`src/rtl/fft_loader_pkg.sv`:
```
// Shared types and constants for the fft_adc_loader block: FSM states,
// frame geometry and the one-hot bank decode.
package fft_loader_pkg;

  localparam int unsigned FRAME_N = 2048;
  localparam int unsigned CNT_W   = 11;

  typedef enum logic [1:0] {
    IDLE,
    FILL,
    START,
    WAIT_FFT
  } state_t;

  // Bank select from the top two counter bits; one bit per fft_top iWE_k.
  function automatic logic [3:0] bank_onehot(input logic [1:0] bank);
    logic [3:0] oh;
    oh = '0;
    oh[bank] = 1'b1;
    return oh;
  endfunction

endpackage

```
`src/rtl/fft_loader_cnt.sv`:
```
// 11-bit sample counter for one 2048-point frame: synchronous clear,
// increment, and a flag for the last sample slot (count 2047).
module fft_loader_cnt
  import fft_loader_pkg::*;
(
  input  logic             i_clk,
  input  logic             i_rst,
  input  logic             i_clr,
  input  logic             i_inc,
  output logic [CNT_W-1:0] o_cnt,
  output logic             o_last
);

  logic [CNT_W-1:0] r_cnt;

  // Wraps 2047 -> 0 naturally on the final increment of a frame.
  always_ff @(posedge i_clk) begin
    if (i_rst || i_clr) begin
      r_cnt <= '0;
    end else if (i_inc) begin
      r_cnt <= r_cnt + 1'b1;
    end
  end

  assign o_cnt  = r_cnt;
  assign o_last = (r_cnt == CNT_W'(FRAME_N - 1));

endmodule

```
`src/rtl/fft_adc_loader.sv`:
```
// Streams ADC samples into the four fft_top input banks, then pulses iSTART.
// Optional macro FFT_LOADER_OFFSET_BIN_EN: treat iDATA as offset-binary.
module fft_adc_loader
  import fft_loader_pkg::*;
#(
  parameter int unsigned DATA_W = 16,
  parameter int unsigned ADDR_W = 9,
  parameter int unsigned BANKS  = 4
) (
  input  logic              iCLK,
  input  logic              iRESET,
  input  logic              iEN,
  input  logic              iVALID,
  input  logic [DATA_W-1:0] iDATA,
  input  logic              iFFT_RDY,
  output logic [DATA_W-1:0] oDATA,
  output logic [ADDR_W-1:0] oADDR_WR,
  output logic [BANKS-1:0]  oWE,
  output logic              oSTART,
  output logic              oBUSY,
  output logic              oOVF
);

  state_t            r_state;
  logic [DATA_W-1:0] r_data;
  logic [ADDR_W-1:0] r_addr;
  logic [BANKS-1:0]  r_we;
  logic              r_start;
  logic              r_ovf;
  logic              r_rdy_d;

  logic [CNT_W-1:0]  w_cnt;
  logic              w_last;
  logic              w_cnt_clr;
  logic              w_cnt_inc;
  logic              w_rdy_rise;
  logic [DATA_W-1:0] w_sample;

`ifdef FFT_LOADER_OFFSET_BIN_EN
  assign w_sample = {~iDATA[DATA_W-1], iDATA[DATA_W-2:0]};
`else
  assign w_sample = iDATA;
`endif

  assign w_rdy_rise = iFFT_RDY & ~r_rdy_d;

  // Abort in FILL clears the count even if a sample is written that cycle.
  assign w_cnt_clr = (r_state == IDLE) || ((r_state == FILL) && !iEN);
  assign w_cnt_inc = (r_state == FILL) && iEN && iVALID;

  fft_loader_cnt u_cnt (
    .i_clk  (iCLK),
    .i_rst  (iRESET),
    .i_clr  (w_cnt_clr),
    .i_inc  (w_cnt_inc),
    .o_cnt  (w_cnt),
    .o_last (w_last)
  );

  always_ff @(posedge iCLK) begin
    if (iRESET) begin
      r_state <= IDLE;
      r_data  <= '0;
      r_addr  <= '0;
      r_we    <= '0;
      r_start <= 1'b0;
      r_ovf   <= 1'b0;
      r_rdy_d <= 1'b0;
    end else begin
      r_we    <= '0;
      r_start <= 1'b0;
      r_rdy_d <= iFFT_RDY;
      case (r_state)
        IDLE: begin
          if (iEN) begin
            r_state <= FILL;
          end
        end
        FILL: begin
          if (iVALID) begin
            r_data <= w_sample;
            r_addr <= w_cnt[ADDR_W-1:0];
            r_we   <= bank_onehot(w_cnt[CNT_W-1 -: 2]);
          end
          if (!iEN) begin
            r_state <= IDLE;
          end else if (iVALID && w_last) begin
            r_state <= START;
          end
        end
        START: begin
          r_start <= 1'b1;
          r_state <= WAIT_FFT;
          if (iVALID) begin
            r_ovf <= 1'b1;
          end
        end
        WAIT_FFT: begin
          if (iVALID) begin
            r_ovf <= 1'b1;
          end
          if (w_rdy_rise) begin
            r_state <= iEN ? FILL : IDLE;
          end
        end
        default: r_state <= IDLE;
      endcase
    end
  end

  assign oDATA    = r_data;
  assign oADDR_WR = r_addr;
  assign oWE      = r_we;
  assign oSTART   = r_start;
  assign oBUSY    = (r_state != IDLE);
  assign oOVF     = r_ovf;

endmodule

```
`config.mk`:
```
export PLATFORM = sky130hd
export DESIGN_NAME = fft_adc_loader
export DESIGN_NICKNAME = d
export VERILOG_FILES = /design/src/rtl/fft_loader_pkg.sv /design/src/rtl/fft_loader_cnt.sv /design/src/rtl/fft_adc_loader.sv
export SDC_FILE = /design/constraint.sdc
export NUM_CORES = 1
export LEC_CHECK = 0
export CAP_MARGIN = 20
export CORE_MARGIN = 8
export CORE_UTILIZATION = 52
export DETAILED_ROUTE_END_ITERATION = 16
export DONT_BUFFER_PORTS = 1
export PLACE_DENSITY = 0.67
export REMOVE_ABC_BUFFERS = 1
export SYNTH_ARGS = -nofsm -noshare
export SYNTH_HDL_FRONTEND = slang
export SYNTH_SLANG_ARGS = --single-unit
export TNS_END_PERCENT = 20
```
`constraint.sdc`:
```
create_clock -name iCLK -period 2.7 [get_ports iCLK]
set_clock_uncertainty 0.2 [all_clocks]
set_input_delay 0.675 -clock iCLK [delete_from_list [all_inputs] [get_ports iCLK]]
set_output_delay 0.675 -clock iCLK [all_outputs]
set_load 0.02 [all_outputs]
```
After elaboration in Yosys (flattened, before gate mapping)
Cells that the tools add are included.
{"block": "word_totals", "regBits": 45, "latchBits": 0, "mem_bits_rw": 0, "rom_bits": 0, "input_bits": 21, "elab_cells": 46, "memories": 0}
{"block": "classes", "addsub": 1, "mul": 0, "div_mod_pow": 0, "magnitude_cmp": 2, "eq_ne": 7, "shift": 0, "muxes": 9, "bitwise": 4, "reduce_logical": 15}
{"operator": "$add 11x1->11 const B", "n": 1}
{"operator": "$eq 11x11->1 const B", "n": 1}
{"operator": "$mux 2", "n": 4}
{"operator": "$pmux 2 s4", "n": 1}
{"operator": "$logic_and 1x1->1", "n": 5}
{"operator": "$eq 2x2->1 const B", "n": 2}
{"operator": "$ne 2x2->1 const B", "n": 2}
{"operator": "$reduce_and 2->1", "n": 2}
{"operator": "$lt 2x3->1 const B", "n": 1}
{"operator": "$mux 1", "n": 3}
{"operator": "$ne 3x2->1 const B", "n": 1}
{"operator": "$not 1->1", "n": 3}
{"operator": "$reduce_and 3->1", "n": 1}
{"operator": "$reduce_or 3->1", "n": 1}
{"operator": "$demux 1 s2", "n": 1}
{"operator": "$eq 2x1->1 const B", "n": 1}
{"operator": "$ge 2x1->1 const B", "n": 1}
{"operator": "$logic_not 2->1", "n": 1}
{"operator": "$logic_or 1x1->1", "n": 2}
{"operator": "$reduce_bool 2->1", "n": 1}
{"operator": "$reduce_or 2->1", "n": 1}
{"operator": "$and 1x1->1", "n": 1}
{"operator": "$logic_not 1->1", "n": 1}

Logic depth before layout (Yosys ltp)
{"block": "logic_depth", "depth_word": 5, "depth_mapped": 6, "ltp_nobuf": 4}

Modules after synthesis
Synthesis repeated with hierarchy kept, for this count alone.
{"block": "unflattened", "hier_cells": 197, "hier_area_um2": 1971.9}
{"mod": "fft_adc_loader", "instances": 1, "cells_each": 140, "area_per_inst_um2": 1460.2}
{"mod": "fft_loader_cnt", "instances": 1, "cells_each": 57, "area_per_inst_um2": 511.7}

Worst setup path after synthesis
OpenSTA, ideal clock, no wires.
{"block": "synth_timing", "kind": "in2reg", "start": "in iVALID", "end": "reg u_cnt.r_cnt[10] (netlist: u_cnt.o_cnt[10])", "setup_ns": 0.121, "t_arrival_ns": 1.524, "t_required_ns": 2.379, "path_slack_ns": 0.855, "path_stages": 4, "path_buffers": 1, "cell_sequence": "nand4b_4 -> buf_6 -> nor4_1 -> mux2_2"}
{"block": "synth_between", "elab_chain_cells": 1}
{"element": "start, declared", "line": "fft_adc_loader.sv:13", "text": "input logic iVALID,"}
{"element": "$logic_and 1x1->1", "line": "fft_adc_loader.sv:49", "text": "assign w_cnt_inc = (r_state == FILL) && iEN && iVALID;"}
{"element": "end signal, assigned", "line": "fft_loader_cnt.sv:21", "text": "r_cnt <= r_cnt + 1'b1;"}
{"element": "end, declared", "line": "fft_loader_cnt.sv:14", "text": "logic [CNT_W-1:0] r_cnt;"}
No other way between the ends.
A chain may end at the register's enable or synchronous reset.

Worst setup path after layout
{"block": "layout_timing", "start": "reg r_state[0]", "end": "out oBUSY"}
{"block": "layout_between", "elab_chain_cells": 1}
{"element": "start, declared", "line": "fft_adc_loader.sv:24", "text": "state_t r_state;"}
{"element": "start signal, assigned", "line": "fft_adc_loader.sv:103", "text": "r_state <= iEN ? FILL : IDLE;"}
{"element": "$reduce_bool 2->1", "line": "fft_adc_loader.sv:115", "text": "assign oBUSY = (r_state != IDLE);"}
{"element": "end, declared", "line": "fft_adc_loader.sv:20", "text": "output logic oBUSY,"}
No other way between the ends.

==> flow_summary.ini <==
[status]
status = finished clean

[clocking]
cts_root_buffer = clkbuf_4
cts_buffer_depth = 2
postCtsHoldBufs = 0
htree_levels = 2
clkSinkCount = 45
cts_setup_buffers = 0
cts_made_buffers = 5
clk_latency_ps = 340
cts_tree = yes
cts_resized = 0
clkSlewWorstSetupHoldPaths_ps = 120

[critical_path]
cp.required_ps = 1820
cp_top_family = flip-flops
arrival_ps = 1170
critical-path-max-stage-delay_ps = 430
r2r_setup_slack_ps = 840
reg2reg_from = r_state[0]
path_cells = or2_2
path_class = reg -> out
critPathSlowestCell = dfxtp_1
critical_path_depth = 1
critPathBufInv = 0
cp-start-kind = flop
critical_path.endpoint_type = output port
reg2reg_to = u_cnt.o_cnt[9]
crit_path_max_fanout = 9
reg2regPathDepth = 3

[place]
dp_hpwl_mm = 2.763
io_buffers = 0
gp_congestion = 0.7771
dp_slack_ps = 765.2

[global_routing]
grt_max_degree = 39
track_usage_pct = 14.19
grt_pass1_wl_mm = 6.099
grt_pass1_vias = 1345
antenna_found_initial = 0
overflow = 0

[route]
wl_met2_mm = 1.984
wl_per_cell_um = 16.13
drtAntennaViolNets = 0
dr.pass1.iters = 4
num_vias = 1403
dr_wl_met3_um = 403
drt_wl_total_mm = 3.983
vias_per_cell = 5.680
maxUsedRoutingLayer = met4
met1_length_mm = 1.535
drt_iter0_drc = 128
drc = 0

[floorplan]
die_y_um = 74.27
core_um2 = 3311
initial_core_util_pct = 53.33
design.die.area_um2 = 5515
num_rows = 21
boundaryPins = 53
fp.dieW_um = 74.27

[power_and_ir_drop]
p_leak_nw = 0.6240
peakVddDrop_mv = 0.2680
power_density_nw_per_um2 = 567.8

[finish]
drive_gt1_share_pct = 8.458
fin_nets = 222
area_growth_syn_to_layout_pct = 2.835
n_antenna_cell = 0

[sta]
slew_viol_final = 0
final.setup.worst_slack_ps = 656.8
hold_viol = 0
fin_tns_setup_ps = 0
tightest_slew_ps = 385.4
finalCritPeriodShare_pct = 75.67
min_period_ps = 2043
relSlewSlack_pct = 74.07
rsz0062_at_grt = false
fmax_mhz = 489.4
setup_viol = 0

[min_path]
hold_depth = 1
hold_path.class = in -> reg
worstHoldEndpoint = oADDR_WR[5]
hp-start = iRESET

[synthesis]
yosysMostFrequentCell = nand2_1
ys_types = 31
syn_area_um2 = 1765
synthCells = 204
ys_ff_latch = 45
synth_edf_count = 0
yosysTopAreaCell = dfxtp_1
yosys-top-cells-area = dfxtp_1 (51%), nand2_1 (12%), a21oi_1 (9.6%), mux2_2 (2.6%), nor4_1 (2.1%)
synth-main-ff-cell = dfxtp_1
ys_seq_area_share_pct = 51.03
synth_top_area_share_pct = 51.03
async_reset_ff_share_pct = 0
synth_common_cells = nand2_1 (57), dfxtp_1 (45), a21oi_1 (34)
ys_warn_count = 0
syn_avg_cell_area_um2 = 8.654

[job]
maxCapViolations = 0
[cell usage in the layout, fill, tap and decap left out]
cell type / count
nand2_1: 57
dfxtp_1: 45
a21oi_1: 34
nor4_1: 6
nor3_1: 6
clkbuf_4: 5
inv_1: 4
and3_1: 4
mux2_2: 4
o31ai_1: 4
or4_1: 4
nand3_1: 3
nor2b_1: 3
nand3b_1: 2
nor2_1: 2
nor4b_1: 2
clkinv_2: 2
buf_4: 2
or2_2: 1
and3b_1: 1
nand4_4: 1
nand4b_1: 1
a32o_1: 1
a21o_2: 1
nand4b_4: 1
o21ai_0: 1
or3_1: 1
xor2_1: 1
ha_1: 1
clkbuf_1: 1
[worst max-delay path by stage]
stage               start              to  slack, ps
2_1_floorplan      iVALID          oWE[1]        850
3_3_place_gp       iVALID  u_cnt.o_cnt[9]        840
3_5_place_dp       iVALID  u_cnt.o_cnt[9]        770
4_1_cts        r_state[0]           oBUSY        650
5_1_grt        r_state[0]           oBUSY        600
6_report       r_state[0]           oBUSY        660
[state kept, by name, summed over array words and instances, names as in the netlist, named ones only]
signal and cells:
oOVF 1, oSTART 1, oDATA 16, oADDR_WR 9
oWE 4, u_cnt.o_cnt 11, r_rdy_d 1, r_state 1
[per-stage QoR]
stage	cells	util [%]	instance area, um2	hold WS, ps	total power, mW
final	247	54.84	1815	180.0	1.031
after global routing	247	54.84	1815	144.7	1.074
after CTS	247	54.84	1815	164.4	1.040
after detailed placement	239	53.29	1764	276.0	0.7401
after global placement	239	53.29	1764	262.6	0.7377
after floorplan	191	-	1692	248.2	0.7287
[kinds of logic after synthesis]
family	share of synthesized area [%]
compound gates	12.69
fa+ha+maj	0.7086
simple gates	27.50
flops	51.03
buf+inv	5.031
xor+xnor	0.4962
mux	2.551
[layer usage]
metal | GRT usage [%] | up-vias
li1 | - | 694
met1 | 14.05 | 657
met2 | 25.59 | 44
met3 | 6.199 | 8
met4 | 5.217 | 0
met5 | 0 | -
[where the power goes]
part	leakage, nW	switching (mW)	internal (mW)
Combinational	0.228	0.0220	0.0112
Sequential	0.364	0.0178	0.674
Clock	0.0320	0.207	0.0996
Total	0.624	0.246	0.784
[cell type report]
| type | instances | area [um2] |
|---|---|---|
| timing repair buffer | 2 | 15.01 |
| tap | 46 | 57.56 |
| inverter | 4 | 15.01 |
| sequential | 45 | 900.9 |
| clock buffer | 6 | 41.29 |
| fill | 330 | 1495 |
| clock inverter | 2 | 10.01 |
| multi-input combinational | 142 | 775.7 |
Power figures use the tool's default switching activity.
==> patch, RTL diff (same flow settings) <==
The 4 states of `state_t` get a one-hot encoding in 4 bits.
--- a/src/rtl/fft_loader_pkg.sv
+++ b/src/rtl/fft_loader_pkg.sv
@@ -5,11 +5,11 @@
   localparam int unsigned FRAME_N = 2048;
   localparam int unsigned CNT_W   = 11;
 
-  typedef enum logic [1:0] {
-    IDLE,
-    FILL,
-    START,
-    WAIT_FFT
+  typedef enum logic [3:0] {
+    IDLE     = 4'b0001,
+    FILL     = 4'b0010,
+    START    = 4'b0100,
+    WAIT_FFT = 4'b1000
   } state_t;
 
   // Bank select from the top two counter bits; one bit per fft_top iWE_k.
Function: no difference found for any inputs over 10 cycles, from zero or initial values and one cycle with iRESET high; not proved beyond that.
==> patch against the original RTL <==
Register-to-register slack got worse by 270 ps; maximum frequency down 7.0%; wire length is 2.7% higher; sequential power grew 3.2%; critical path type unchanged; highest routed layer unchanged; sequential cell count grew 2; synthesized area rose by 4.9%; final area is 4.1% higher; power is 3.8% higher; worst setup slack worse by 150 ps; cell count is 4.5% higher; hold slack got worse by 21 ps.
==> patch: results (changes against the original RTL) <==
number of cells after detailed placement=250 (was 239); Register-to-Register Setup Slack=570 ps (was 840 ps); final net count=233 (was 222); Critical R2R Launch=r_state[0] (unchanged); DP Area=1837 µm² (was 1764 µm²); pre-CTS WS=598.4 ps (was 765.2 ps); via count of the first global-routing pass=1437 (was 1345); result of the run=complete, no violations (unchanged); reg2reg end=oADDR_WR[6] (was u_cnt.o_cnt[9]); via density per instance=5.659 (was 5.680); post-synthesis share of cell area spent on xor and xnor gates=0.03311 (was 0.004961); mux contribution to synthesized area=0 (was 0.02551); Worst VDD drop=0.2177 mV (was 0.2680 mV); first-pass GRT wire length=6589 µm (was 6099 µm); fin worst setup slack=502.0 ps (was 656.8 ps); Final GP Congestion=0.7824 (was 0.7771); share of the yosys chip area belonging to registers=0.5081 (was 0.5103); Worst-Skew Late Latency=360 ps (was 340 ps); most frequent cells after synthesis=58 x sky130_fd_sc_hd__nand2_1, 47 x sky130_fd_sc_hd__dfxtp_1, 32 x sky130_fd_sc_hd__a21oi_1 (was 57 x sky130_fd_sc_hd__nand2_1, 45 x sky130_fd_sc_hd__dfxtp_1, 34 x sky130_fd_sc_hd__a21oi_1); gr usage total=0.1521 (was 0.1419); Area contributors post-synth=sky130_fd_sc_hd__dfxtp_1 51%, sky130_fd_sc_hd__nand2_1 12%, sky130_fd_sc_hd__a21oi_1 8.6%, sky130_fd_sc_hd__xor2_1 2.4%, sky130_fd_sc_hd__and4_1 1.9% (was sky130_fd_sc_hd__dfxtp_1 51%, sky130_fd_sc_hd__nand2_1 12%, sky130_fd_sc_hd__a21oi_1 9.6%, sky130_fd_sc_hd__mux2_2 2.6%, sky130_fd_sc_hd__nor4_1 2.1%); cell depth of the worst flop-to-flop path=4 (was 3); largest net degree at the start of global routing=34 (was 39); Starting DRT DRC Count=65 (was 128); Compound-Gate Fraction of Synth Area=0.1203 (was 0.1269)
## patch: worst min-delay path by stage
stage,startpoint,cells past startpoint,to,slack [ps]
floorplan,u_cnt.o_cnt[7],2,oADDR_WR[7],240
global placement,u_cnt.o_cnt[7],2,oADDR_WR[7],270
detailed placement,u_cnt.o_cnt[7],2,oADDR_WR[7],270
CTS,iRESET,1,oADDR_WR[1],150
global route,iRESET,1,oADDR_WR[1],130
finish,iRESET,1,oADDR_WR[1],160
## patch: logic make-up after synthesis
group	Yosys count
and+or+nand+nor	104
DFF	47
AOI/OAI and AO/OA	42
buffers and inverters	17
xor gates and xnor gates	7
adders and majority gates	1
## patch: layout make-up
type | count | area, µm²
Fill cell | 326 | 1499
Multi-Input combinational cell | 154 | 827.0
Inverter | 3 | 11.26
Sequential cell | 47 | 940.9
Tap cell | 46 | 57.56
Clock buffer | 6 | 41.29
Clock inverter | 2 | 12.51
## patch: power breakdown
part	leakage (nW)	internal, mW	total (mW)	switching, mW
registers	0.379	0.700	0.713	0.0125
clock network	0.0282	0.101	0.319	0.218
logic	0.182	0.0131	0.0384	0.0252
## patch: per-layer routing
layer	vias up	global-route usage	part of all wire
met4	0	0.06183	0.013
met3	7	0.06053	0.11
li1	728	-	-
met2	55	0.2541	0.46
met1	670	0.1684	0.41
met5	-	0	0
